$ cat src/rtl/match_seq_ctrl_pkg.sv
// Shared types and defaults for the match job sequencer: FSM states, error codes,
// default loop lengths.
package match_seq_ctrl_pkg;

    localparam int DEF_IMG_VEC_N = 4;
    localparam int DEF_LIB_VEC_N = 8;

    // A healthy row needs LIB_VEC_N ready cycles; twice that means the generator is stuck.
    function automatic int wdog_cyc(input int lib_n);
        return 2 * lib_n;
    endfunction

    localparam int DEF_WDOG_CYC = wdog_cyc(DEF_LIB_VEC_N);

    typedef enum logic [2:0] {
        S_IDLE = 3'd0,
        S_FIRE = 3'd1,
        S_RUN  = 3'd2,
        S_DONE = 3'd3,
        S_ERR  = 3'd4
    } state_t;

    typedef enum logic [1:0] {
        ERR_NONE    = 2'd0,
        ERR_TIMEOUT = 2'd1,
        ERR_ROWCNT  = 2'd2,
        ERR_ABORT   = 2'd3
    } err_t;

endpackage

$ cat src/rtl/match_seq_ctrl_if.sv
// Sequencer <-> address generator handshake bundle.
interface match_seq_ctrl_if;
    logic gen_fire;
    logic gen_ready;
    logic gen_clr;
    logic gen_linefeed;
    logic gen_finish;

    modport master (
        output gen_fire,
        output gen_ready,
        output gen_clr,
        input  gen_linefeed,
        input  gen_finish
    );

    modport slave (
        input  gen_fire,
        input  gen_ready,
        input  gen_clr,
        output gen_linefeed,
        output gen_finish
    );
endinterface

$ cat src/rtl/match_seq_wdog.sv
// Load/clear/enable watchdog counter; o_expire flags the enabled cycle whose
// increment reaches LIMIT, so the owner can react on that same edge.
module match_seq_wdog #(
    parameter  int LIMIT = 16,
    localparam int CW    = $clog2(LIMIT + 1)
) (
    input  logic          clk,
    input  logic          rst_n,
    input  logic          i_clr,
    input  logic          i_load,
    input  logic [CW-1:0] i_load_val,
    input  logic          i_en,
    output logic          o_expire
);

    logic [CW-1:0] r_cnt;

    assign o_expire = i_en && (r_cnt >= CW'(LIMIT - 1));

    always_ff @(posedge clk or negedge rst_n) begin
        if (!rst_n) begin
            r_cnt <= '0;
        end else if (i_clr) begin
            r_cnt <= '0;
        end else if (i_load) begin
            r_cnt <= i_load_val;
        end else if (i_en && (r_cnt != CW'(LIMIT))) begin
            r_cnt <= r_cnt + 1'b1;
        end
    end

endmodule

$ cat src/rtl/match_seq_ctrl.sv
// Job-level sequencer: start -> fire pulse -> ready-gated run with row counting and
// stall watchdog -> done/irq or error. Optional MATCH_SEQ_CTRL_PERF_EN adds cycle counters.
module match_seq_ctrl
    import match_seq_ctrl_pkg::*;
#(
    parameter  int IMG_VEC_N = DEF_IMG_VEC_N,
    parameter  int LIB_VEC_N = DEF_LIB_VEC_N,
    parameter  int WDOG_CYC  = wdog_cyc(LIB_VEC_N),
    localparam int LCW       = $clog2(IMG_VEC_N + 1),
    localparam int LSW       = LCW + 1,
    localparam int WCW       = $clog2(WDOG_CYC + 1)
) (
    input  logic                  clk,
    input  logic                  rst_n,
    input  logic                  i_start,
    input  logic                  i_abort,
    input  logic                  i_irq_clr,
    input  logic                  i_dn_ready,
    match_seq_ctrl_if.master      gen_if,
    output logic                  o_busy,
    output logic                  o_done,
    output logic                  o_irq,
    output logic [1:0]            o_err,
    output logic [LCW-1:0]        o_line_cnt
`ifdef MATCH_SEQ_CTRL_PERF_EN
    ,
    output logic [31:0]           o_run_cycles,
    output logic [31:0]           o_stall_cycles
`endif
);

    state_t         r_state;
    state_t         w_state_next;
    err_t           r_err;
    err_t           w_err_next;
    logic           w_irq_next;
    logic           w_start_acc;
    logic           w_in_run;
    logic           w_wdog_en;
    logic           w_wdog_clr;
    logic           w_wdog_expire;
    logic [LSW-1:0] w_line_sum;
    logic [LCW-1:0] r_line_cnt;
    logic           r_gen_fire;
    logic           r_gen_clr;
    logic           r_busy;
    logic           r_done;
    logic           r_irq;

    assign w_in_run   = (r_state == S_RUN);
    assign w_line_sum = {1'b0, r_line_cnt} + LSW'(gen_if.gen_linefeed);
    assign w_wdog_en  = w_in_run && i_dn_ready && !gen_if.gen_linefeed;
    assign w_wdog_clr = w_start_acc || (w_in_run && gen_if.gen_linefeed);

    match_seq_wdog #(
        .LIMIT (WDOG_CYC)
    ) u_wdog (
        .clk        (clk),
        .rst_n      (rst_n),
        .i_clr      (w_wdog_clr),
        .i_load     (1'b0),
        .i_load_val ({WCW{1'b0}}),
        .i_en       (w_wdog_en),
        .o_expire   (w_wdog_expire)
    );

    // Event priority inside RUN: finish, then abort, then watchdog expiry.
    always_comb begin
        w_state_next = r_state;
        w_err_next   = i_irq_clr ? ERR_NONE : r_err;
        w_start_acc  = 1'b0;
        case (r_state)
            S_IDLE: begin
                if (i_start) begin
                    w_state_next = S_FIRE;
                    w_start_acc  = 1'b1;
                    w_err_next   = ERR_NONE;
                end
            end
            S_FIRE: begin
                if (i_abort) begin
                    w_state_next = S_ERR;
                    w_err_next   = ERR_ABORT;
                end else begin
                    w_state_next = S_RUN;
                end
            end
            S_RUN: begin
                if (gen_if.gen_finish) begin
                    if (w_line_sum == LSW'(IMG_VEC_N)) begin
                        w_state_next = S_DONE;
                    end else begin
                        w_state_next = S_ERR;
                        w_err_next   = ERR_ROWCNT;
                    end
                end else if (i_abort) begin
                    w_state_next = S_ERR;
                    w_err_next   = ERR_ABORT;
                end else if (w_wdog_expire) begin
                    w_state_next = S_ERR;
                    w_err_next   = ERR_TIMEOUT;
                end
            end
            S_DONE:  w_state_next = S_IDLE;
            S_ERR:   w_state_next = S_IDLE;
            default: w_state_next = S_IDLE;
        endcase
        // Completion or error sets irq on the edge it is reported; set beats irq_clr.
        if ((w_state_next == S_DONE) || (w_state_next == S_ERR)) begin
            w_irq_next = 1'b1;
        end else begin
            w_irq_next = i_irq_clr ? 1'b0 : r_irq;
        end
    end

    always_ff @(posedge clk or negedge rst_n) begin
        if (!rst_n) begin
            r_state    <= S_IDLE;
            r_err      <= ERR_NONE;
            r_irq      <= 1'b0;
            r_gen_fire <= 1'b0;
            r_gen_clr  <= 1'b0;
            r_busy     <= 1'b0;
            r_done     <= 1'b0;
            r_line_cnt <= '0;
        end else begin
            r_state    <= w_state_next;
            r_err      <= w_err_next;
            r_irq      <= w_irq_next;
            r_gen_fire <= (w_state_next == S_FIRE);
            r_gen_clr  <= (w_state_next == S_ERR);
            r_busy     <= (w_state_next == S_FIRE) || (w_state_next == S_RUN);
            r_done     <= (w_state_next == S_DONE);
            if (w_start_acc) begin
                r_line_cnt <= '0;
            end else if (w_in_run && gen_if.gen_linefeed && (r_line_cnt != LCW'(IMG_VEC_N))) begin
                r_line_cnt <= r_line_cnt + 1'b1;
            end
        end
    end

`ifdef MATCH_SEQ_CTRL_PERF_EN
    logic [31:0] r_run_cycles;
    logic [31:0] r_stall_cycles;

    always_ff @(posedge clk or negedge rst_n) begin
        if (!rst_n) begin
            r_run_cycles   <= '0;
            r_stall_cycles <= '0;
        end else if (w_start_acc) begin
            r_run_cycles   <= '0;
            r_stall_cycles <= '0;
        end else begin
            if (((r_state == S_FIRE) || w_in_run) && (r_run_cycles != '1)) begin
                r_run_cycles <= r_run_cycles + 32'd1;
            end
            if (w_in_run && !i_dn_ready && (r_stall_cycles != '1)) begin
                r_stall_cycles <= r_stall_cycles + 32'd1;
            end
        end
    end

    assign o_run_cycles   = r_run_cycles;
    assign o_stall_cycles = r_stall_cycles;
`endif

    // gen_ready is the only combinational output: downstream ready passes straight through in RUN.
    assign gen_if.gen_ready = w_in_run && i_dn_ready;
    assign gen_if.gen_fire  = r_gen_fire;
    assign gen_if.gen_clr   = r_gen_clr;
    assign o_busy           = r_busy;
    assign o_done           = r_done;
    assign o_irq            = r_irq;
    assign o_err            = r_err;
    assign o_line_cnt       = r_line_cnt;

endmodule

$ cat src/flat_wrapper.sv
// flat-port wrapper written by rule: the top's interface ports become plain ports
module match_seq_ctrl_flat import match_seq_ctrl_pkg::*;
#(
    parameter  int IMG_VEC_N = DEF_IMG_VEC_N,
    parameter  int LIB_VEC_N = DEF_LIB_VEC_N,
    parameter  int WDOG_CYC  = wdog_cyc(LIB_VEC_N),
    localparam int LCW       = $clog2(IMG_VEC_N + 1),
    localparam int LSW       = LCW + 1,
    localparam int WCW       = $clog2(WDOG_CYC + 1)
)
  (clk, rst_n, i_start, i_abort, i_irq_clr, i_dn_ready, o_busy, o_done, o_irq, o_err, o_line_cnt, gen_if_gen_fire, gen_if_gen_ready, gen_if_gen_clr, gen_if_gen_linefeed, gen_if_gen_finish);
  match_seq_ctrl_if gen_if_i ();
  input  logic clk;
  input  logic rst_n;
  input  logic i_start;
  input  logic i_abort;
  input  logic i_irq_clr;
  input  logic i_dn_ready;
  output logic o_busy;
  output logic o_done;
  output logic o_irq;
  output logic [1:0] o_err;
  output logic [LCW-1:0] o_line_cnt;
  output wire logic [$bits(gen_if_i.gen_fire)-1:0] gen_if_gen_fire;
  output wire logic [$bits(gen_if_i.gen_ready)-1:0] gen_if_gen_ready;
  output wire logic [$bits(gen_if_i.gen_clr)-1:0] gen_if_gen_clr;
  input wire logic [$bits(gen_if_i.gen_linefeed)-1:0] gen_if_gen_linefeed;
  input wire logic [$bits(gen_if_i.gen_finish)-1:0] gen_if_gen_finish;
  assign gen_if_gen_fire = gen_if_i.gen_fire;
  assign gen_if_gen_ready = gen_if_i.gen_ready;
  assign gen_if_gen_clr = gen_if_i.gen_clr;
  assign gen_if_i.gen_linefeed = gen_if_gen_linefeed;
  assign gen_if_i.gen_finish = gen_if_gen_finish;
  match_seq_ctrl #(.IMG_VEC_N(IMG_VEC_N), .LIB_VEC_N(LIB_VEC_N), .WDOG_CYC(WDOG_CYC)) u_core (.clk(clk), .rst_n(rst_n), .i_start(i_start), .i_abort(i_abort), .i_irq_clr(i_irq_clr), .i_dn_ready(i_dn_ready), .gen_if(gen_if_i), .o_busy(o_busy), .o_done(o_done), .o_irq(o_irq), .o_err(o_err), .o_line_cnt(o_line_cnt));
endmodule
$ cat config.mk
export PLATFORM = sky130hd
export DESIGN_NAME = match_seq_ctrl_flat
export DESIGN_NICKNAME = d
export VERILOG_FILES = /design/src/rtl/match_seq_ctrl_pkg.sv /design/src/rtl/match_seq_ctrl_if.sv /design/src/rtl/match_seq_wdog.sv /design/src/rtl/match_seq_ctrl.sv /design/src/flat_wrapper.sv
export SDC_FILE = /design/constraint.sdc
export NUM_CORES = 1
export LEC_CHECK = 0
export BUFFER_PORTS_ARGS = -buffer_cell sky130_fd_sc_hd__buf_2
export CAP_MARGIN = 10
export CORE_MARGIN = 2
export CORE_UTILIZATION = 45
export DETAILED_ROUTE_END_ITERATION = 12
export PLACE_DENSITY = 0.67
export SETUP_SLACK_MARGIN = 0.5
export SYNTH_ARGS = -nofsm -noshare
export SYNTH_HDL_FRONTEND = slang
export SYNTH_SLANG_ARGS = --single-unit
$ cat constraint.sdc
create_clock -name clk -period 2.6 [get_ports clk]
set_clock_uncertainty 0.2 [all_clocks]
set_input_delay 0.13 -clock clk [delete_from_list [all_inputs] [get_ports clk]]
set_output_delay 0.13 -clock clk [all_outputs]
set_load 0.005 [all_outputs]
==> impl_metrics.json, run 1 <==
{
  "cts_buffers": 3,
  "synth_top_area_share_pct": 45.0,
  "ys_async_sr_fraction_pct": 100,
  "yosysSeqAreaShare_pct": 45.0,
  "hold-path-cell-count": 4,
  "period_share_pct": 75.8,
  "tritoncts_clock_tree": "yes",
  "met3RoutedLength_um": 70,
  "fin_cells": 155,
  "path_class": "flip-flop to flip-flop",
  "final_max_slew_viol_count": 0,
  "timing.hold.worst.class": "primary input to flip-flop",
  "hold_viol": 0,
  "rows": 17,
  "via_density_per_instance": 5.36,
  "grt_overflow": 0,
  "dr_wl_met2_um": 977,
  "top_cells_by_area_in_the_synthesized_netlist": "dfrtp_1 (45%), ha_1 (8.8%), inv_1 (4.1%), nand2_1 (4.1%), nor2b_1 (3.1%)",
  "clock-sinks": 18,
  "fp.dieArea_um2": 2620,
  "wl_per_cell_um": 12.9,
  "reg2reg_slack_ns": 0.63,
  "max_cap_viol_count": 0,
  "net_count_of_the_finished_layout": 143,
  "synth_area_um2": 1000,
  "max_clock_freq_mhz": 508,
  "power.density_cell_area_nw_per_um2": 699,
  "list_of_most_frequent_post_synthesis_cells": "dfrtp_1 (18), inv_1 (11), nand2_1 (11)",
  "floorplan_die_height_um": 51.2,
  "yosysUniqueCellTypes": 32,
  "total_negative_slack_for_setup_checks_ns": 0,
  "fin_util_pct": 55.8,
  "drt-pass1-iter-count": 4,
  "flops_latches_synth": 18,
  "grt_first_pass_wirelength_um": 3350,
  "grt_max_degree": 19,
  "yosysMostFrequentCell": "dfrtp_1",
  "insertedDiodeCount": 0,
  "r2r_cells": 6,
  "grt_pass1_vias": 795,
  "clk_pin_slew_worst_paths_ns": 0.11,
  "port_buffers": 18,
  "ios": 19,
  "place_inst": 148,
  "synthesis.yosys.warnings": 0,
  "wl_um": 2000,
  "cts-htree-levels": 1,
  "clockRootBuffer": "clkbuf_4",
  "worst_slack_ns": 0.630,
  "worstPathArrival_ns": 1.94,
  "core_area_um2": 2150,
  "layout_min_cycle_time_ns": 1.97,
  "worst-endpoint-required_ns": 2.57,
  "gate_count_post_synth": 102,
  "postSynthNetCount": 117,
  "drive_above_1_share_pct": 21.3,
  "crit_fanout": 6,
  "rsz0062_at_grt": "false",
  "postSynthAreaPerCell_um2": 9.81,
  "place_hpwl_um": 1520,
  "detailedPlace.worstSlack_ns": 0.543,
  "leakage_nw": 0.606,
  "die_width_um": 51.2,
  "ys.flop_type": "dfrtp_1",
  "grtUsageTotal_pct": 17.7,
  "met1_length_um": 889,
  "top_layer_used": "met4",
  "clkLatencyLatePin_ns": 0.29,
  "startpoint_type": "flip-flop",
  "finalSetupViolCount": 0,
  "route.vias.total": 831,
  "drt_iter0_drc": 7,
  "postPlaceCellArea_um2": 1130,
  "synthDominantAreaCellType": "dfrtp_1",
  "max-clock-path-buffers": 2,
  "vdd.ir_drop.worst_uv": 339,
  "run_status": "finished, final reports clean",
  "hold_slack_ns": 0.0213,
  "gp_routability_congestion": 0.869,
  "drcViolationCount": 0,
  "count_of_flip_flops_with_a_built_in_enable_after_synthesis": 0,
  "postCtsSetupBuffers": 0,
  "initial_core_util_pct": 46.6,
  "max_slew.worst_pin.slew_ns": 0.633,
  "antenna_nets_post_route": 0,
  "critical_path.endpoint_type": "flip-flop",
  "total_power_uw": 838,
  "area_growth_pct": 19.8,
  "initial_antenna_violation_count": 0,
  "maxSlewHeadroom_pct": 57.3,
  "final_design_area_no_fill_um2": 1200
}
==> cells by family after synthesis <==
group,Yosys count,share of synthesized area (%)
AOI/OAI and AO/OA,22,17.0
xor gates and xnor gates,2,1.75
adders and majority gates,7,8.75
buffers and inverters,11,4.13
DFF,18,45.0
muxes,1,1.00
and+or+nand+nor,41,22.4
==> sequential cells by signal (all words and copies together), names as in the netlist <==
register,flops
u_core.r_state,3
u_core.gen_if.gen_fire,1
u_core.gen_if.gen_clr,1
u_core.o_err,2
u_core.u_wdog.r_cnt,5
u_core.o_busy,1
u_core.o_done,1
u_core.o_irq,1
u_core.o_line_cnt,3
==> critical path, stage by stage (launching register included) <==
cell and delay, ns:
dfrtp_1 0.44, ha_1 0.22, and3_1 0.18, ha_1 0.18, o31a_1 0.31, o221ai_2 0.18, o2111ai_1 0.14
==> per-layer routing <==
layer	vias up	GRT usage, %
met5	-	0
met4	0	10.8
met3	6	2.63
met2	14	30.1
met1	395	20.8
li1	416	-
==> power breakdown <==
group | leakage, nW | total [mW] | switching [mW] | internal (mW)
registers | 0.243 | 0.390 | 0.0490 | 0.341
clock network | 0.0210 | 0.174 | 0.0883 | 0.0853
logic | 0.343 | 0.275 | 0.154 | 0.120
total | 0.606 | 0.838 | 0.291 | 0.547
==> final timing paths <==
path                                         from                      to
min                           gen_if_gen_linefeed    u_core.o_line_cnt[2]
max                        u_core.u_wdog.r_cnt[0]            u_core.o_irq
max in group asynchronous                   rst_n  u_core.u_wdog.r_cnt[0]
min reg2reg                       u_core.o_err[0]         u_core.o_err[0]
max reg2reg                u_core.u_wdog.r_cnt[0]            u_core.o_irq
min in group asynchronous                   rst_n  u_core.gen_if.gen_fire
==> timing repair <==
action,in CTS,in global routing
endpoints found under the setup margin,0,3
hold buffers,3,0
gates resized for setup,0,1
hold endpoints to repair,25,0
==> layout by cell type, fill, tap and decap left out, types with 2 or more instances in the layout <==
cell / netlist / layout
a21oi_1: 2 / 2
and2_1: 2 / 2
buf_2: 0 / 18
clkbuf_4: 0 / 3
dfrtp_1: 18 / 18
dlygate4sd3_1: 0 / 3
ha_1: 7 / 7
inv_1: 11 / 11
nand2_1: 11 / 11
nand3_1: 6 / 6
nor2_1: 8 / 8
nor2b_1: 5 / 5
o211ai_1: 2 / 2
o21ai_0: 6 / 6
o31ai_1: 3 / 3
==> area by class of cell <==
class,count,area (um2)
inverters,11,41.3
fillers,211,950
multi-input cells,73,515
well taps,28,35.0
clock buffers,4,36.3
flip-flops and latches,18,450
repair buffers,21,120
No activity file was read; power rests on OpenSTA's default activity.
==> run 2: changes to the inputs <==
--- a/config.mk
+++ b/config.mk
@@ -5,6 +5,7 @@
 export SDC_FILE = /design/constraint.sdc
 export NUM_CORES = 1
 export LEC_CHECK = 0
+export ABC_AREA = 1
 export BUFFER_PORTS_ARGS = -buffer_cell sky130_fd_sc_hd__buf_2
 export CAP_MARGIN = 10
 export CORE_MARGIN = 2
==> constraint.sdc (replaced) <==
create_clock -name clk -period 1.91 [get_ports clk]
set_clock_uncertainty 0.2 [all_clocks]
set_input_delay 0.0955 -clock clk [delete_from_list [all_inputs] [get_ports clk]]
set_output_delay 0.0955 -clock clk [all_outputs]
set_load 0.005 [all_outputs]
==> run 2 against run 1 <==
Final area rose by 26%. Core utilization rose by 12 points. Combinational power rose to 2.6 times the previous value. Register-to-register slack got worse by 0.50 ns. Sequential cell count did not move. Via count rose by 25%. Worst setup slack got worse by 0.50 ns. First-iteration DRC count rose by 14%. Sequential power rose by 37%. Worst hold slack improved by 0.0066 ns. Synthesized cell count rose by 30%. Fmax rose by 11%. Highest routed layer unchanged.
==> impl_metrics.json, run 2 <==
{
  "insertedDiodeCount": 0,
  "drcViolationCount": 0,
  "grt_overflow": 0,
  "vdd.ir_drop.worst_uv": 537,
  "timing.hold.worst.class": "primary input to flip-flop",
  "total_negative_slack_for_setup_checks_ns": 0,
  "worst_slack_ns": 0.134,
  "via_density_per_instance": 5.22,
  "worstPathArrival_ns": 1.81,
  "port_buffers": 18,
  "cts-htree-levels": 1,
  "final_common_cell": "nand2_1",
  "clockRootBuffer": "clkbuf_4",
  "max-clock-path-buffers": 2,
  "startpoint_type": "flip-flop",
  "final_max_slew_viol_count": 0,
  "place_inst": 179,
  "wl_per_cell_um": 13.2,
  "critical_path.endpoint_type": "flip-flop",
  "grt_first_pass_wirelength_um": 4490,
  "ys.flop_type": "dfrtp_1",
  "fin_cells": 199,
  "max_clock_freq_mhz": 563,
  "top_register": "u_core.u_wdog.r_cnt",
  "power.density_cell_area_nw_per_um2": 952,
  "net_count_of_the_finished_layout": 188,
  "max_slew.worst_pin.slew_ns": 0.418,
  "layout_common_cells": "nand2_1 (25), inv_1 (20), buf_2 (18)",
  "clock-sinks": 18,
  "maxSlewHeadroom_pct": 72.2,
  "run_status": "finished, final reports clean",
  "gate_count_post_synth": 133,
  "antenna_nets_post_route": 0,
  "yosysUniqueCellTypes": 25,
  "rsz0062_at_grt": "true",
  "r2r_cells": 11,
  "ys_async_sr_fraction_pct": 100,
  "initial_core_util_pct": 47.8,
  "power.share.sequential_pct": 37.2,
  "power_frac_clock_pct": 13.1,
  "grt_max_degree": 19,
  "count_of_flip_flops_with_a_built_in_enable_after_synthesis": 0,
  "fp.dieArea_um2": 2780,
  "synth_top_area_share_pct": 42.2,
  "list_of_most_frequent_post_synthesis_cells": "nand2_1 (29), inv_1 (24), dfrtp_1 (18)",
  "hold_viol": 0,
  "gp_routability_congestion": 0.845,
  "postSynthNetCount": 148,
  "synth_area_um2": 1070,
  "yosysMostFrequentCell": "nand2_1",
  "area_growth_pct": 41.6,
  "grt_pass1_vias": 1043,
  "flops_latches_synth": 18,
  "finalSetupViolCount": 0,
  "path_class": "flip-flop to flip-flop",
  "rows": 17,
  "postSynthAreaPerCell_um2": 8.02,
  "top_cells_by_area_in_the_synthesized_netlist": "dfrtp_1 (42%), nand2_1 (10%), inv_1 (8.4%), ha_1 (8.2%), nand3_1 (4.2%)",
  "worst-endpoint-required_ns": 1.94,
  "initial_antenna_violation_count": 0,
  "drive_above_1_share_pct": 47.4,
  "die_width_um": 52.7,
  "power.share.combinational_pct": 49.7,
  "p_sw_uw": 588,
  "largest_reg_flops": 5,
  "tritoncts_clock_tree": "yes",
  "max_cap_viol_count": 0,
  "period_share_pct": 93.0,
  "floorplan_die_height_um": 52.7,
  "wl_um": 2630,
  "clkLatencyLatePin_ns": 0.29,
  "grtUsageTotal_pct": 22.2,
  "place_hpwl_um": 1730,
  "leakage_nw": 0.760,
  "synthesis.yosys.warnings": 0,
  "ios": 19,
  "internal_power_uw": 851,
  "yosysSeqAreaShare_pct": 42.2,
  "reg2reg_slack_ns": 0.13,
  "detailedPlace.worstSlack_ns": 0.0723,
  "clk_pin_slew_worst_paths_ns": 0.10,
  "synthDominantAreaCellType": "dfrtp_1",
  "crit_fanout": 3,
  "layout_min_cycle_time_ns": 1.78,
  "drt_iter0_drc": 8,
  "route.vias.total": 1039,
  "fin_util_pct": 67.7,
  "core_area_um2": 2230,
  "switching_share_pct": 40.8,
  "hold-path-cell-count": 4,
  "drt-pass1-iter-count": 4,
  "cts_buffers": 3
}
-- run 2: cell types whose count changed in the layout (fill, tap and decap cells not counted), sizes merged, moves of 5 or more --
cell	previous run	this run
buf	18	30
inv	11	26
nand2	11	34
nand3	6	13
nor2b	5	0
o21ai	6	12
-- run 2: worst paths after layout --
check                                            start                     end
min in group asynchronous                        rst_n       u_core.r_state[2]
worst max register to register    u_core.o_line_cnt[0]           u_core.o_busy
max in group asynchronous                        rst_n    u_core.o_line_cnt[1]
worst min register to register  u_core.u_wdog.r_cnt[3]  u_core.u_wdog.r_cnt[3]
worst max-delay path              u_core.o_line_cnt[0]           u_core.o_busy
worst min-delay path               gen_if_gen_linefeed  u_core.u_wdog.r_cnt[4]
-- run 2: cell families (layout without fill, tap and decap cells) --
| group | Yosys count | in the layout | synth area share (%) |
|---|---|---|---|
| AND/OR/NAND/NOR | 62 | 62 | 29.8 |
| flip-flops | 18 | 18 | 42.2 |
| buffers and inverters | 27 | 65 | 9.61 |
| adder cells (fa/ha/maj) | 7 | 7 | 8.21 |
| AO/OA/AOI/OAI | 19 | 19 | 10.2 |
-- run 2: what timing repair did --
item                                   4_1_cts  5_1_grt
resized for setup                           23       20
setup endpoints to repair                   18       18
buffers inserted                            10        2
pin swaps                                   14        7
endpoints found under the hold margin       29        0
hold buffers                                 5        0
-- run 2: final cells by class --
| type | instances | area [um2] |
|---|---|---|
| inverters | 27 | 114 |
| repair buffers | 35 | 241 |
| flip-flops and latches | 18 | 452 |
| well taps | 28 | 35.0 |
| clock buffers | 3 | 22.5 |
| fillers | 192 | 722 |
| multi-input cells | 88 | 647 |
-- run 2: worst max-delay path: stages, from the launching register on --
cell	delay, ns
dfrtp_1	0.39
ha_2	0.21
ha_4	0.21
nor2_2	0.07
nand2_1	0.06
inv_2	0.07
nand2_4	0.07
a21oi_4	0.17
nand3_2	0.08
nand2_2	0.07
nand2_1	0.06
nand2_1	0.06
-- run 2: power by group through the flow --
stage          clock, mW  sequential, mW  combinational (mW)
2_1_floorplan          0           0.555               0.313
3_3_place_gp           0           0.552               0.474
3_5_place_dp           0           0.555               0.482
4_1_cts            0.196           0.536               0.628
5_1_grt            0.218           0.549               0.796
6_report           0.188           0.536               0.716
-- run 2: through the flow --
stage	hold slack (ns)	area [um2]	total power, mW
6_report	0.0279	1510	1.44
5_1_grt	0.0398	1510	1.56
3_3_place_gp	-0.148	1220	1.03
2_1_floorplan	-0.400	1090	0.868
3_5_place_dp	-0.146	1220	1.04
4_1_cts	0.0342	1420	1.36
-- run 2: layer usage --
layer	vias to the layer above	wire length (um)	GRT usage (%)
met5	-	0	0
met4	0	37	8.12
met3	5	91	3.71
met2	24	1490	42.7
met1	510	1020	23.8
li1	500	-	-
==> run 3: changes to the inputs <==
--- a/config.mk
+++ b/config.mk
@@ -9,9 +9,8 @@
 export BUFFER_PORTS_ARGS = -buffer_cell sky130_fd_sc_hd__buf_2
 export CAP_MARGIN = 10
 export CORE_MARGIN = 2
-export CORE_UTILIZATION = 45
+export CORE_UTILIZATION = 30
 export DETAILED_ROUTE_END_ITERATION = 12
-export PLACE_DENSITY = 0.67
 export SETUP_SLACK_MARGIN = 0.5
 export SYNTH_ARGS = -nofsm -noshare
 export SYNTH_HDL_FRONTEND = slang
==> run 3 against run 2 <==
Count of clock-buffer cells in the layout up 1. Largest cell class unchanged. Final cell count is 10% higher. Sequential share of layout area shrank 1.2 points. Largest power group unchanged. Register-to-register slack hardly changed. Fmax is 0.77% higher. Worst setup slack improved by 0.014 ns. Critical endpoint unchanged. Final area rose by 4.6%. Combinational power up 1%. Non-clock buffer count grew 1. Worst hold slack worse by 0.013 ns. Routed wire length down 7.3%. Clock power increased by 25%.
==> impl_metrics.json, run 3 (synthesis results as in run 2) <==
{
  "grt_max_degree": 19,
  "net_count_of_the_finished_layout": 189,
  "drive_above_1_share_pct": 48.6,
  "grt_pass1_vias": 930,
  "wl_um": 2440,
  "cts_buffers": 3,
  "maxSlewHeadroom_pct": 72.9,
  "critical_path.endpoint_type": "flip-flop",
  "final_max_slew_viol_count": 0,
  "place_hpwl_um": 1710,
  "path_class": "flip-flop to flip-flop",
  "crit_fanout": 3,
  "rsz0062_at_grt": "true",
  "power.density_cell_area_nw_per_um2": 959,
  "internal_power_uw": 927,
  "die_width_um": 63.6,
  "vdd.ir_drop.worst_uv": 343,
  "clockRootBuffer": "clkbuf_4",
  "wl_per_cell_um": 11.1,
  "tritoncts_clock_tree": "yes",
  "initial_antenna_violation_count": 0,
  "run_status": "finished, final reports clean",
  "switching_share_pct": 38.9,
  "worstPathArrival_ns": 1.75,
  "clkLatencyLatePin_ns": 0.30,
  "timing.hold.worst.class": "primary input to flip-flop",
  "max_slew.worst_pin.slew_ns": 0.406,
  "drt-pass1-iter-count": 4,
  "core_area_um2": 3390,
  "top_register": "u_core.u_wdog.r_cnt",
  "insertedDiodeCount": 0,
  "power.share.sequential_pct": 36.6,
  "fp.dieArea_um2": 4050,
  "area_growth_pct": 48.2,
  "total_negative_slack_for_setup_checks_ns": 0,
  "max_cap_viol_count": 0,
  "leakage_nw": 0.764,
  "antenna_nets_post_route": 0,
  "port_buffers": 18,
  "startpoint_type": "flip-flop",
  "cts-htree-levels": 1,
  "layout_common_cells": "nand2_1 (23), inv_1 (18), buf_2 (18)",
  "final_design_area_no_fill_um2": 1580,
  "drt_iter0_drc": 34,
  "rows": 21,
  "layout_min_cycle_time_ns": 1.76,
  "via_density_per_instance": 4.56,
  "power.share.combinational_pct": 47.9,
  "initial_core_util_pct": 31.5,
  "postPlaceCellArea_um2": 1240,
  "n_fill_cell": 331,
  "ios": 19,
  "worst-endpoint-required_ns": 1.90,
  "hold_viol": 0,
  "floorplan_die_height_um": 63.6,
  "clock-sinks": 18,
  "max_clock_freq_mhz": 567,
  "grtUsageTotal_pct": 12.4,
  "grt_overflow": 0,
  "gp_routability_congestion": 0.769,
  "clk_pin_slew_worst_paths_ns": 0.11,
  "max-clock-path-buffers": 2,
  "largest_reg_flops": 5,
  "drcViolationCount": 0,
  "power_frac_clock_pct": 15.5,
  "grt_first_pass_wirelength_um": 3930,
  "p_sw_uw": 589,
  "finalSetupViolCount": 0,
  "route.vias.total": 998,
  "period_share_pct": 92.3,
  "final_common_cell": "nand2_1"
}
-- run 3: worst paths after layout --
kind / from / end / slack [ns] / cells after the start
min reg2reg: u_core.u_wdog.r_cnt[3] / u_core.u_wdog.r_cnt[3] / 0.30 / 1
min in group asynchronous: rst_n / u_core.o_line_cnt[0] / 0.05 / 2
max in group asynchronous: rst_n / u_core.o_line_cnt[1] / 1.16 / 2
max: u_core.o_line_cnt[0] / u_core.o_busy / 0.15 / 12
max reg2reg: u_core.o_line_cnt[0] / u_core.o_busy / 0.15 / 12
min: gen_if_gen_finish / u_core.o_err[0] / 0.01 / 4
-- run 3: worst max-delay path: stages, from the launching register on --
cell     delay [ns]
dfrtp_1        0.41
ha_2           0.21
ha_4           0.21
nor2_2         0.07
nand2_1        0.06
inv_2          0.07
nand2_4        0.07
nand2_2        0.08
nand3_4        0.07
nand2_2        0.08
inv_1          0.03
nand2_1        0.05
nand2_1        0.04
-- run 3: stage by stage --
| step | total power, mW | hold slack, ns | utilization, % | setup WS, ns | instances |
|---|---|---|---|---|---|
| 6_report | 1.52 | 0.0147 | 46.7 | 0.148 | 219 |
| 5_1_grt | 1.64 | 0.0424 | 46.7 | 0.0348 | 219 |
| 4_1_cts | 1.36 | -0.0264 | 41.8 | 0.177 | 210 |
| 3_5_place_dp | 1.03 | -0.144 | 36.6 | 0.115 | 197 |
| 3_3_place_gp | 1.03 | -0.145 | 36.6 | 0.127 | 197 |
| 2_1_floorplan | 0.868 | -0.400 | - | 0.181 | 133 |
-- run 3: final cells by class --
type | instances | area [um2] | share of cell area (%)
multi-input combinational | 88 | 662 | 41.9
sequential | 18 | 453 | 28.6
timing repair buffer | 36 | 251 | 15.9
inverter | 27 | 121 | 7.67
tap | 46 | 57.6 | 3.64
clock buffer | 4 | 36.3 | 2.29
-- run 3: power groups by stage --
| stage | Clock [mW] | Sequential (mW) | Combinational [mW] |
|---|---|---|---|
| after floorplan | 0 | 0.555 | 0.313 |
| after global placement | 0 | 0.550 | 0.476 |
| after detailed placement | 0 | 0.551 | 0.483 |
| after CTS | 0.246 | 0.539 | 0.572 |
| after global routing | 0.255 | 0.574 | 0.811 |
| final | 0.235 | 0.555 | 0.726 |
-- run 3: per-layer routing --
metal,up-vias,global-route usage [%],wire [um]
met1,476,13.9,1050
met4,0,5.71,44
met5,-,0,0
li1,506,-,-
met2,11,22.2,1280
met3,5,2.68,64
-- run 3: what timing repair did --
action / 4_1_cts / 5_1_grt
pin swaps: 12 / 4
setup buffers: 5 / 7
hold endpoints to repair: 29 / 1
setup endpoints to repair: 18 / 18
gates cloned: 0 / 0
hold buffers: 4 / 2
gates resized for setup: 19 / 30
